**src/rtl/seven_seg_scanner_if.sv**
```systemverilog
// Display-side bundle of the seven-segment scanner: packed hex value and blank mask in,
// segment/select pins plus scan status out.
interface seven_seg_scanner_if #(
    parameter int NUM_DIGITS = 2
);
    localparam int IDX_W = (NUM_DIGITS > 1) ? $clog2(NUM_DIGITS) : 1;

    logic [4*NUM_DIGITS-1:0] value;
    logic [NUM_DIGITS-1:0]   blank;
    logic [6:0]              seg;
    logic [NUM_DIGITS-1:0]   digit_sel;
    logic [IDX_W-1:0]        digit_idx;
    logic                    frame_tick;

    // master = user logic supplying the number, slave = the scanner driving the pins
    modport master (
        output value, blank,
        input  seg, digit_sel, digit_idx, frame_tick
    );
    modport slave (
        input  value, blank,
        output seg, digit_sel, digit_idx, frame_tick
    );
endinterface

```
**src/rtl/seven_seg_scanner.sv**
```systemverilog
// N-digit multiplexed seven-segment driver: internal prescaler, dead-time anti-ghosting,
// frame-coherent shadow of value/blank. Optional macro LEADING_ZERO_BLANK_EN blanks leading zeros.
module seven_seg_scanner #(
    parameter int NUM_DIGITS     = 2,
    parameter int DIV_COUNT      = 1024,
    parameter int DEAD_CYCLES    = 16,
    parameter int SEG_ACTIVE_LOW = 0,
    parameter int SEL_ACTIVE_LOW = 0
) (
    input  logic clk,
    input  logic rst,
    seven_seg_scanner_if.slave bus
);
    localparam int IDX_W = (NUM_DIGITS > 1) ? $clog2(NUM_DIGITS) : 1;
    localparam int PW    = (DIV_COUNT > 1) ? $clog2(DIV_COUNT) : 1;
    localparam int DW    = (DEAD_CYCLES > 0) ? $clog2(DEAD_CYCLES + 1) : 1;

    localparam logic [PW-1:0]         PRESC_MAX = PW'(DIV_COUNT - 1);
    localparam logic [DW-1:0]         DEAD_INIT = DW'(DEAD_CYCLES);
    localparam logic [IDX_W-1:0]      IDX_MAX   = IDX_W'(NUM_DIGITS - 1);
    localparam logic [NUM_DIGITS-1:0] SEL_ONE   = {{(NUM_DIGITS-1){1'b0}}, 1'b1};
    // Inactive levels double as the XOR masks that apply output polarity
    localparam logic [6:0]            SEG_OFF   = (SEG_ACTIVE_LOW != 0) ? 7'h7F : 7'h00;
    localparam logic [NUM_DIGITS-1:0] SEL_OFF   = (SEL_ACTIVE_LOW != 0) ? {NUM_DIGITS{1'b1}} : '0;

    function automatic logic [6:0] decode(input logic [3:0] nib);
        logic [6:0] s;
        case (nib)
            4'h0: s = 7'h3F;
            4'h1: s = 7'h06;
            4'h2: s = 7'h5B;
            4'h3: s = 7'h4F;
            4'h4: s = 7'h66;
            4'h5: s = 7'h6D;
            4'h6: s = 7'h7D;
            4'h7: s = 7'h07;
            4'h8: s = 7'h7F;
            4'h9: s = 7'h6F;
            4'hA: s = 7'h77;
            4'hB: s = 7'h7C;
            4'hC: s = 7'h39;
            4'hD: s = 7'h5E;
            4'hE: s = 7'h79;
            default: s = 7'h71;
        endcase
        return s;
    endfunction

    logic [PW-1:0]           r_presc;
    logic [IDX_W-1:0]        r_idx;
    logic [DW-1:0]           r_dead;
    logic [4*NUM_DIGITS-1:0] r_shadow;
    logic [NUM_DIGITS-1:0]   r_shadow_blank;
    logic [6:0]              r_seg;
    logic [NUM_DIGITS-1:0]   r_sel;
    logic                    r_tick;

    logic [NUM_DIGITS-1:0]   w_lz;
    logic [NUM_DIGITS-1:0]   w_latch_blank;
    logic                    w_boundary;
    logic                    w_wrap;
    logic                    w_lit;
    logic [3:0]              w_nib;
    logic [6:0]              w_seg_on;
    logic [NUM_DIGITS-1:0]   w_sel_on;

`ifdef LEADING_ZERO_BLANK_EN
    // Walk down from the top digit; the run of zeros ends at the first non-zero nibble
    logic w_run;
    always_comb begin
        w_lz  = '0;
        w_run = 1'b1;
        for (int k = NUM_DIGITS - 1; k >= 1; k--) begin
            w_run   = w_run & (bus.value[4*k +: 4] == 4'h0);
            w_lz[k] = w_run;
        end
    end
`else
    assign w_lz = '0;
`endif

    assign w_latch_blank = bus.blank | w_lz;
    assign w_boundary    = (r_presc == PRESC_MAX);
    assign w_wrap        = w_boundary && (r_idx == IDX_MAX);

    assign w_lit    = (r_dead == '0);
    assign w_nib    = r_shadow[4*r_idx +: 4];
    assign w_seg_on = (w_lit && !r_shadow_blank[r_idx]) ? decode(w_nib) : 7'h00;
    assign w_sel_on = w_lit ? (SEL_ONE << r_idx) : '0;

    always_ff @(posedge clk) begin
        if (rst) begin
            r_presc        <= '0;
            r_idx          <= '0;
            r_dead         <= DEAD_INIT;
            r_shadow       <= bus.value;
            r_shadow_blank <= w_latch_blank;
            r_seg          <= SEG_OFF;
            r_sel          <= SEL_OFF;
            r_tick         <= 1'b0;
        end else begin
            r_presc <= w_boundary ? '0 : r_presc + PW'(1);
            if (w_boundary)
                r_dead <= DEAD_INIT;
            else if (r_dead != '0)
                r_dead <= r_dead - DW'(1);

            if (w_wrap)
                r_idx <= '0;
            else if (w_boundary)
                r_idx <= r_idx + IDX_W'(1);

            // Display data only moves at the frame wrap, so a frame never tears
            if (w_wrap) begin
                r_shadow       <= bus.value;
                r_shadow_blank <= w_latch_blank;
            end

            r_tick <= w_wrap;
            r_seg  <= w_seg_on ^ SEG_OFF;
            r_sel  <= w_sel_on ^ SEL_OFF;
        end
    end

    assign bus.seg        = r_seg;
    assign bus.digit_sel  = r_sel;
    assign bus.digit_idx  = r_idx;
    assign bus.frame_tick = r_tick;

endmodule
```
**src/flat_wrapper.sv**
```systemverilog
// flat-port wrapper written by rule: the top's interface ports become plain ports
module seven_seg_scanner_flat 
#(
    parameter int NUM_DIGITS     = 2,
    parameter int DIV_COUNT      = 1024,
    parameter int DEAD_CYCLES    = 16,
    parameter int SEG_ACTIVE_LOW = 0,
    parameter int SEL_ACTIVE_LOW = 0
)
  (clk, rst, bus_value, bus_blank, bus_seg, bus_digit_sel, bus_digit_idx, bus_frame_tick);
  seven_seg_scanner_if #(.NUM_DIGITS(NUM_DIGITS)) bus_i ();
  input  logic clk;
  input  logic rst;
  input wire logic [$bits(bus_i.value)-1:0] bus_value;
  input wire logic [$bits(bus_i.blank)-1:0] bus_blank;
  output wire logic [$bits(bus_i.seg)-1:0] bus_seg;
  output wire logic [$bits(bus_i.digit_sel)-1:0] bus_digit_sel;
  output wire logic [$bits(bus_i.digit_idx)-1:0] bus_digit_idx;
  output wire logic [$bits(bus_i.frame_tick)-1:0] bus_frame_tick;
  assign bus_i.value = bus_value;
  assign bus_i.blank = bus_blank;
  assign bus_seg = bus_i.seg;
  assign bus_digit_sel = bus_i.digit_sel;
  assign bus_digit_idx = bus_i.digit_idx;
  assign bus_frame_tick = bus_i.frame_tick;
  seven_seg_scanner #(.NUM_DIGITS(NUM_DIGITS), .DIV_COUNT(DIV_COUNT), .DEAD_CYCLES(DEAD_CYCLES), .SEG_ACTIVE_LOW(SEG_ACTIVE_LOW), .SEL_ACTIVE_LOW(SEL_ACTIVE_LOW)) u_core (.clk(clk), .rst(rst), .bus(bus_i));
endmodule
```
**config.mk**
```make
export PLATFORM = sky130hd
export DESIGN_NAME = seven_seg_scanner_flat
export DESIGN_NICKNAME = d
export VERILOG_FILES = /design/src/rtl/seven_seg_scanner_if.sv /design/src/rtl/seven_seg_scanner.sv /design/src/flat_wrapper.sv
export SDC_FILE = /design/constraint.sdc
export NUM_CORES = 1
export LEC_CHECK = 0
export ABC_AREA = 1
export BUFFER_PORTS_ARGS = -buffer_cell sky130_fd_sc_hd__buf_4
export CAP_MARGIN = 15
export CORE_ASPECT_RATIO = 0.5
export CORE_MARGIN = 1
export CORE_UTILIZATION = 55
export CTS_BUF_LIST = sky130_fd_sc_hd__clkbuf_16
export CTS_CLUSTER_DIAMETER = 80
export DETAILED_ROUTE_END_ITERATION = 7
export PLACE_DENSITY = 0.88
export SLEW_MARGIN = 20
export SYNTH_ARGS = -nofsm -noshare
export SYNTH_HDL_FRONTEND = slang
export SYNTH_SLANG_ARGS = --single-unit
```
**constraint.sdc**
```tcl
create_clock -name clk -period 2.3 [get_ports clk]
set_clock_uncertainty 0.2 [all_clocks]
set_input_delay 0.23 -clock clk [delete_from_list [all_inputs] [get_ports clk]]
set_output_delay 0.23 -clock clk [all_outputs]
set_load 0.02 [all_outputs]
```
==> metrics, run 1 <==
status=complete, no violations; Worst Setup Path Type=register to register; crit path time final=2140 ps; Initial Util=0.619; Final period util=0.932; Syn Area/Cell=8.69 µm²; residual DRC count=0; gpl congestion=0.904; LEAKAGE=0.988 nW; ANT cells=0; Worst EP arrival=2150 ps; most numerous cell in the Yosys netlist=nand2_1; clock sinks=36; Chip Height=41.4 µm; Detailed Route Iter0 Violations=106; cell taking the most area after synthesis=dfxtp_1; post-synth top area share=0.304; Total Power=0.00172 W; via-per-instance ratio=5.48; Post-Syn Area=1710 µm²; final hold viol count=0; synthesized instance count=197; Max-cap violations=0; setup-violating endpoint count in the final report=0; Std-Cell Rows=13; drt pass-1 iters=6; slew margin rel.=0.696; share of cells above drive strength 1=0.198; Core Region=2770 µm²; port bufs=22; pin count of the biggest net entering global routing=15; Routed WL=3980 µm; Top FF cell, synth=dfxtp_1; post-synthesis async set-or-reset flop share=0; Area contributors post-synth=dfxtp_1, edfxtp_1, nand2_1, ha_1, inv_1; crit-path max FO=7; Worst IR Drop VDD=0.506 mV; power per cell area=800 nW/µm²; number of flops mapped to enable cells by yosys=10; maximum clock rate=466 MHz; RSZ-0062 raised after global routing=false; vias in the first global route=1478; worst endpoint required time=2300 ps; vias=1502; Root Driver=clkbuf_16; top post-synthesis cells by count=nand2_1, inv_1, dfxtp_1; Synth Net Count=219; first-pass GRT wire length=6910 µm; hpwl dp=2340 µm; Layout Area Growth over Synthesis=25.6%; Clk Latency, worst-skew pair=280 ps; initial antenna violation count=0; post-synth cell types=28; IO Pins=23; fin. max-slew vios=0; Final ANT Viol Nets=0; worst-margin pin slew=455 ps; setup TNS=0 ps; CP Launch Type=register; nature of the critical path endpoint=register; HP Class=register to register; CTS buffer count=5; full die area=3350 µm²; Die W=80.9 µm; wire length per cell=14.5 µm; synth warn=0; gr ovfl total=0; GRT Util Overall=0.280; fin util=0.777; sequential share of the synthesized area=0.480; Max clock buf depth=2; clock slew at reported path FFs=50 ps; H-tree Lvls=2; CTS tree=yes; Seq cells post-synth=36; layout net count=258
[final cells by class]
cell class,count,area (µm²)
clock buffers,5,125
clock inverters,3,11.3
fillers,148,616
inverters,28,105
multi-input cells,131,758
flip-flops and latches,36,821
well taps,37,46.3
repair buffers,34,283
[path summary, 6_finish.rpt]
path                         from                 to  slack, ps  cells past startpoint
min reg2reg     u_core.r_presc[0]  u_core.r_presc[0]        270                      1
min             u_core.r_presc[0]  u_core.r_presc[0]        270                      1
max reg2reg  u_core.bus.digit_idx  u_core.bus.seg[3]        160                      8
max          u_core.bus.digit_idx  u_core.bus.seg[3]        160                      8
[layer usage]
| metal | global-route usage | up-vias | wire length [µm] |
|---|---|---|---|
| met5 | 0 | - | 0 |
| met4 | 0.143 | 0 | 124 |
| met3 | 0.0835 | 14 | 301 |
| met2 | 0.471 | 66 | 1970 |
| met1 | 0.322 | 708 | 1580 |
| li1 | - | 714 | - |
[flip-flops by register name, summed over array words and instances (netlist names)]
signal                 count
u_core.r_presc            10
u_core.r_dead              5
u_core.bus.digit_sel       2
u_core.bus.frame_tick      1
u_core.bus.digit_idx       1
u_core.r_shadow            8
u_core.bus.seg             7
u_core.r_shadow_blank      2
[power breakdown]
| group | internal [W] | leakage, nW | switching (W) |
|---|---|---|---|
| Sequential | 0.000716 | 0.309 | 0.0000407 |
| Clock | 0.000389 | 0.0738 | 0.000236 |
| Combinational | 0.000132 | 0.605 | 0.000206 |
[through the flow]
stage	std cells	worst slack (ps)	cell area [µm²]	hold WS, ps
6_report	274	156	2150	270
3_5_place_dp	255	226	1900	210
2_1_floorplan	197	286	1710	102
3_3_place_gp	255	359	1900	209
5_1_grt	274	131	2150	308
4_1_cts	274	167	2150	275
[cells in the final DEF, fill, tap and decap left out]
| master | synthesis | final |
|---|---|---|
| a21boi_1 | 1 | 1 |
| a21oi_1 | 8 | 8 |
| a21oi_2 | 2 | 2 |
| buf_4 | 0 | 23 |
| clkbuf_16 | 0 | 5 |
| clkinv_1 | 0 | 1 |
| dfxtp_1 | 26 | 26 |
| dlygate4sd3_1 | 0 | 11 |
| edfxtp_1 | 10 | 10 |
| ha_1 | 10 | 10 |
| inv_1 | 27 | 29 |
| inv_2 | 1 | 1 |
| nand2_1 | 44 | 44 |
| nand2_2 | 1 | 1 |
| nand2_4 | 2 | 2 |
| nand3_1 | 19 | 19 |
| nand3_2 | 2 | 2 |
| nand3_4 | 1 | 1 |
| nand3b_1 | 1 | 1 |
| nand4_1 | 5 | 5 |
| nor2_1 | 15 | 15 |
| nor2_2 | 5 | 5 |
| nor2_4 | 2 | 2 |
| nor3_1 | 4 | 4 |
| o21ai_1 | 1 | 1 |
| o21ai_2 | 1 | 2 |
| or2_2 | 1 | 1 |
| xnor2_1 | 3 | 3 |
| xor2_1 | 2 | 2 |
[cell families (layout without fill, tap and decap cells)]
logic type / Yosys count / in the layout / share of synthesized area
compound gates: 14 / 14 / 0.0490
fa+ha+maj: 10 / 10 / 0.0731
xor+xnor: 5 / 5 / 0.0256
buf+inv: 30 / 70 / 0.0797
simple gates: 102 / 102 / 0.293
flops: 36 / 36 / 0.480
[timing repair]
action,in CTS,in global routing
hold buffers,11,0
buffers inserted,0,0
endpoints found under the setup margin,0,6
resized for setup,0,2
endpoints found under the hold margin,13,0
[critical path, cell delays in order, from the launching register on]
cell and delay [ps]:
dfxtp_1 420, inv_1 170, or2_2 330, o21ai_2 140, inv_1 150, ha_1 240, nand3_1 140, nand3_1 100
a21oi_1 180
No activity file was read; power rests on OpenSTA's default activity.
==> run 2, diff against run 1 <==
--- a/config.mk
+++ b/config.mk
@@ -14,7 +14,7 @@
 export CTS_BUF_LIST = sky130_fd_sc_hd__clkbuf_16
 export CTS_CLUSTER_DIAMETER = 80
 export DETAILED_ROUTE_END_ITERATION = 7
-export PLACE_DENSITY = 0.88
+export PLACE_DENSITY_LB_ADDON = 0.25
 export SLEW_MARGIN = 20
 export SYNTH_ARGS = -nofsm -noshare
 export SYNTH_HDL_FRONTEND = slang
==> constraint.sdc (replaced) <==
create_clock -name clk -period 2.3 [get_ports clk]
set_clock_uncertainty 0.2 [all_clocks]
set_input_delay 0.23 -clock clk [delete_from_list [all_inputs] [get_ports clk]]
set_output_delay 0.23 -clock clk [all_outputs]
set_load 0.05 [all_outputs]
==> run 2 against run 1 <==
  * Maximum frequency decreased by 0.63%
  * Clock-buffer cell count is the same
  * Wire length fell by 18%
  * Combinational power down 2%
  * Clock power grew 0.8%
  * Sequential power decreased by 0.7%
  * Non-clock buffer count is the same
  * Setup slack got worse by 14 ps
  * Global-route usage down 6.3 points
  * First-iteration DRC count shrank 42%
==> metrics, run 2 (synthesized netlist as in run 1, its figures left out) <==
clock slew at reported path FFs=50 ps; CP bufs+invs=2; residual DRC count=0; Final ANT Viol Nets=0; CTS tree=yes; Biggest register=u_core.r_presc; crit-path max FO=7; setup TNS=0 ps; gr ovfl total=0; Worst path max stage delay=450 ps; ANT cells=0; Final period util=0.938; pre-CTS setup slack=137 ps; slew margin rel.=0.712; Root Driver=clkbuf_16; Die W=80.9 µm; Std-Cell Rows=13; nature of the critical path endpoint=register; first-pass GRT wire length=5510 µm; IO Pins=23; CP top delay family=simple AND/OR/NAND/NOR gates; Reg-to-Reg Start=u_core.bus.digit_idx; gpl congestion=0.849; RSZ-0062 raised after global routing=false; H-tree Lvls=2; worst-margin pin slew=431 ps; hold_sp=u_core.r_dead[1]; maximum clock rate=463 MHz; vias in the first global route=1283; crit path time final=2160 ps; initial antenna violation count=0; pin count of the biggest net entering global routing=15; Initial Util=0.619; most frequent cells in the layout=nand2_1, inv_1, dfxtp_1; Worst Setup Slack, final=142 ps; HP Class=register to register; CTS buffer count=5; Worst Setup Path Type=register to register; power per cell area=799 nW/µm²; max reg flops=10; fin. max-slew vios=0; Layout Area Growth over Synthesis=25.4%; GRT Util Overall=0.217; port bufs=22; Worst path slowest cell=dfxtp_1; clock sinks=36; Chip Height=41.4 µm; worst endpoint required time=2310 ps; Clk Latency, worst-skew pair=280 ps; via-per-instance ratio=5.02; Total Power=0.00171 W; layout net count=258; vias=1376; Routed WL=3280 µm; crit path launch=u_core.bus.digit_idx; Hold WS=259 ps; status=complete, no violations; leading cell type in the layout, fill and taps excluded=nand2_1; fill count=177; Max clock buf depth=2; LEAKAGE=0.983 nW; setup-violating endpoint count in the final report=0; hpwl dp=2100 µm; full die area=3350 µm²; Detailed Route Iter0 Violations=61; Max-cap violations=0; wire length per cell=12.0 µm; Worst IR Drop VDD=0.391 mV; Core Region=2770 µm²; CP Launch Type=register; drt pass-1 iters=4; crit-path cells=inv_1, or2_2, o21ai_1, inv_1, ha_1, nand3_1, nand3_1, a21oi_1; share of cells above drive strength 1=0.194; final hold viol count=0; Worst EP arrival=2170 ps
-- run 2: cell count changes in the layout (fill, tap and decap cells not counted) --
cell      delta
o21ai_1      +1
inv_1        -1
o21ai_2      -1
clkinv_1     +1
-- run 2: path summary, 6_finish.rpt --
path / end / slack, ps / cells past startpoint
max: u_core.bus.seg[3] / 140 / 8
max reg2reg: u_core.bus.seg[3] / 140 / 8
min: u_core.r_dead[1] / 260 / 2
min reg2reg: u_core.r_dead[1] / 260 / 2
-- run 2: report_power, final --
group | switching (W) | internal, W
Combinational | 0.000201 | 0.000131
Clock | 0.000241 | 0.000389
Sequential | 0.0000365 | 0.000716
-- run 2: timing repair --
| action | 4_1_cts | 5_1_grt |
|---|---|---|
| setup buffers | 0 | 0 |
| hold endpoints to repair | 13 | 0 |
| hold buffers | 11 | 0 |
| gates resized for setup | 0 | 1 |
| setup endpoints to repair | 0 | 4 |
-- run 2: cell type report --
class,instances,area (µm²),share of cell area
clock buffer,5,125,0.0583
clock inverter,3,11.3,0.00525
inverter,28,105,0.0490
multi-input combinational,131,754,0.352
sequential,36,821,0.383
tap,37,46.3,0.0216
timing repair buffer,34,283,0.132
-- run 2: routing by layer --
layer	GRT usage	share of wire
met1	0.259	0.46
met3	0.0637	0.048
met4	0.0571	0.015
met5	0	0
met2	0.380	0.47
-- run 2: worst reg2reg max path, delay by kind of cell, from the launching register on --
family	cells	cell delay, ps
AND/OR/NAND/NOR	3	500
flip-flops	1	450
buffers and inverters	2	320
adder cells (fa/ha/maj)	1	240
AO/OA/AOI/OAI	2	380
-- run 2: stage by stage --
stage	utilization	area [µm²]	std cells
after floorplan	-	1710	197
after global placement	0.687	1900	255
after detailed placement	0.687	1900	255
after CTS	0.776	2150	274
after global routing	0.776	2150	274
final	0.776	2150	274
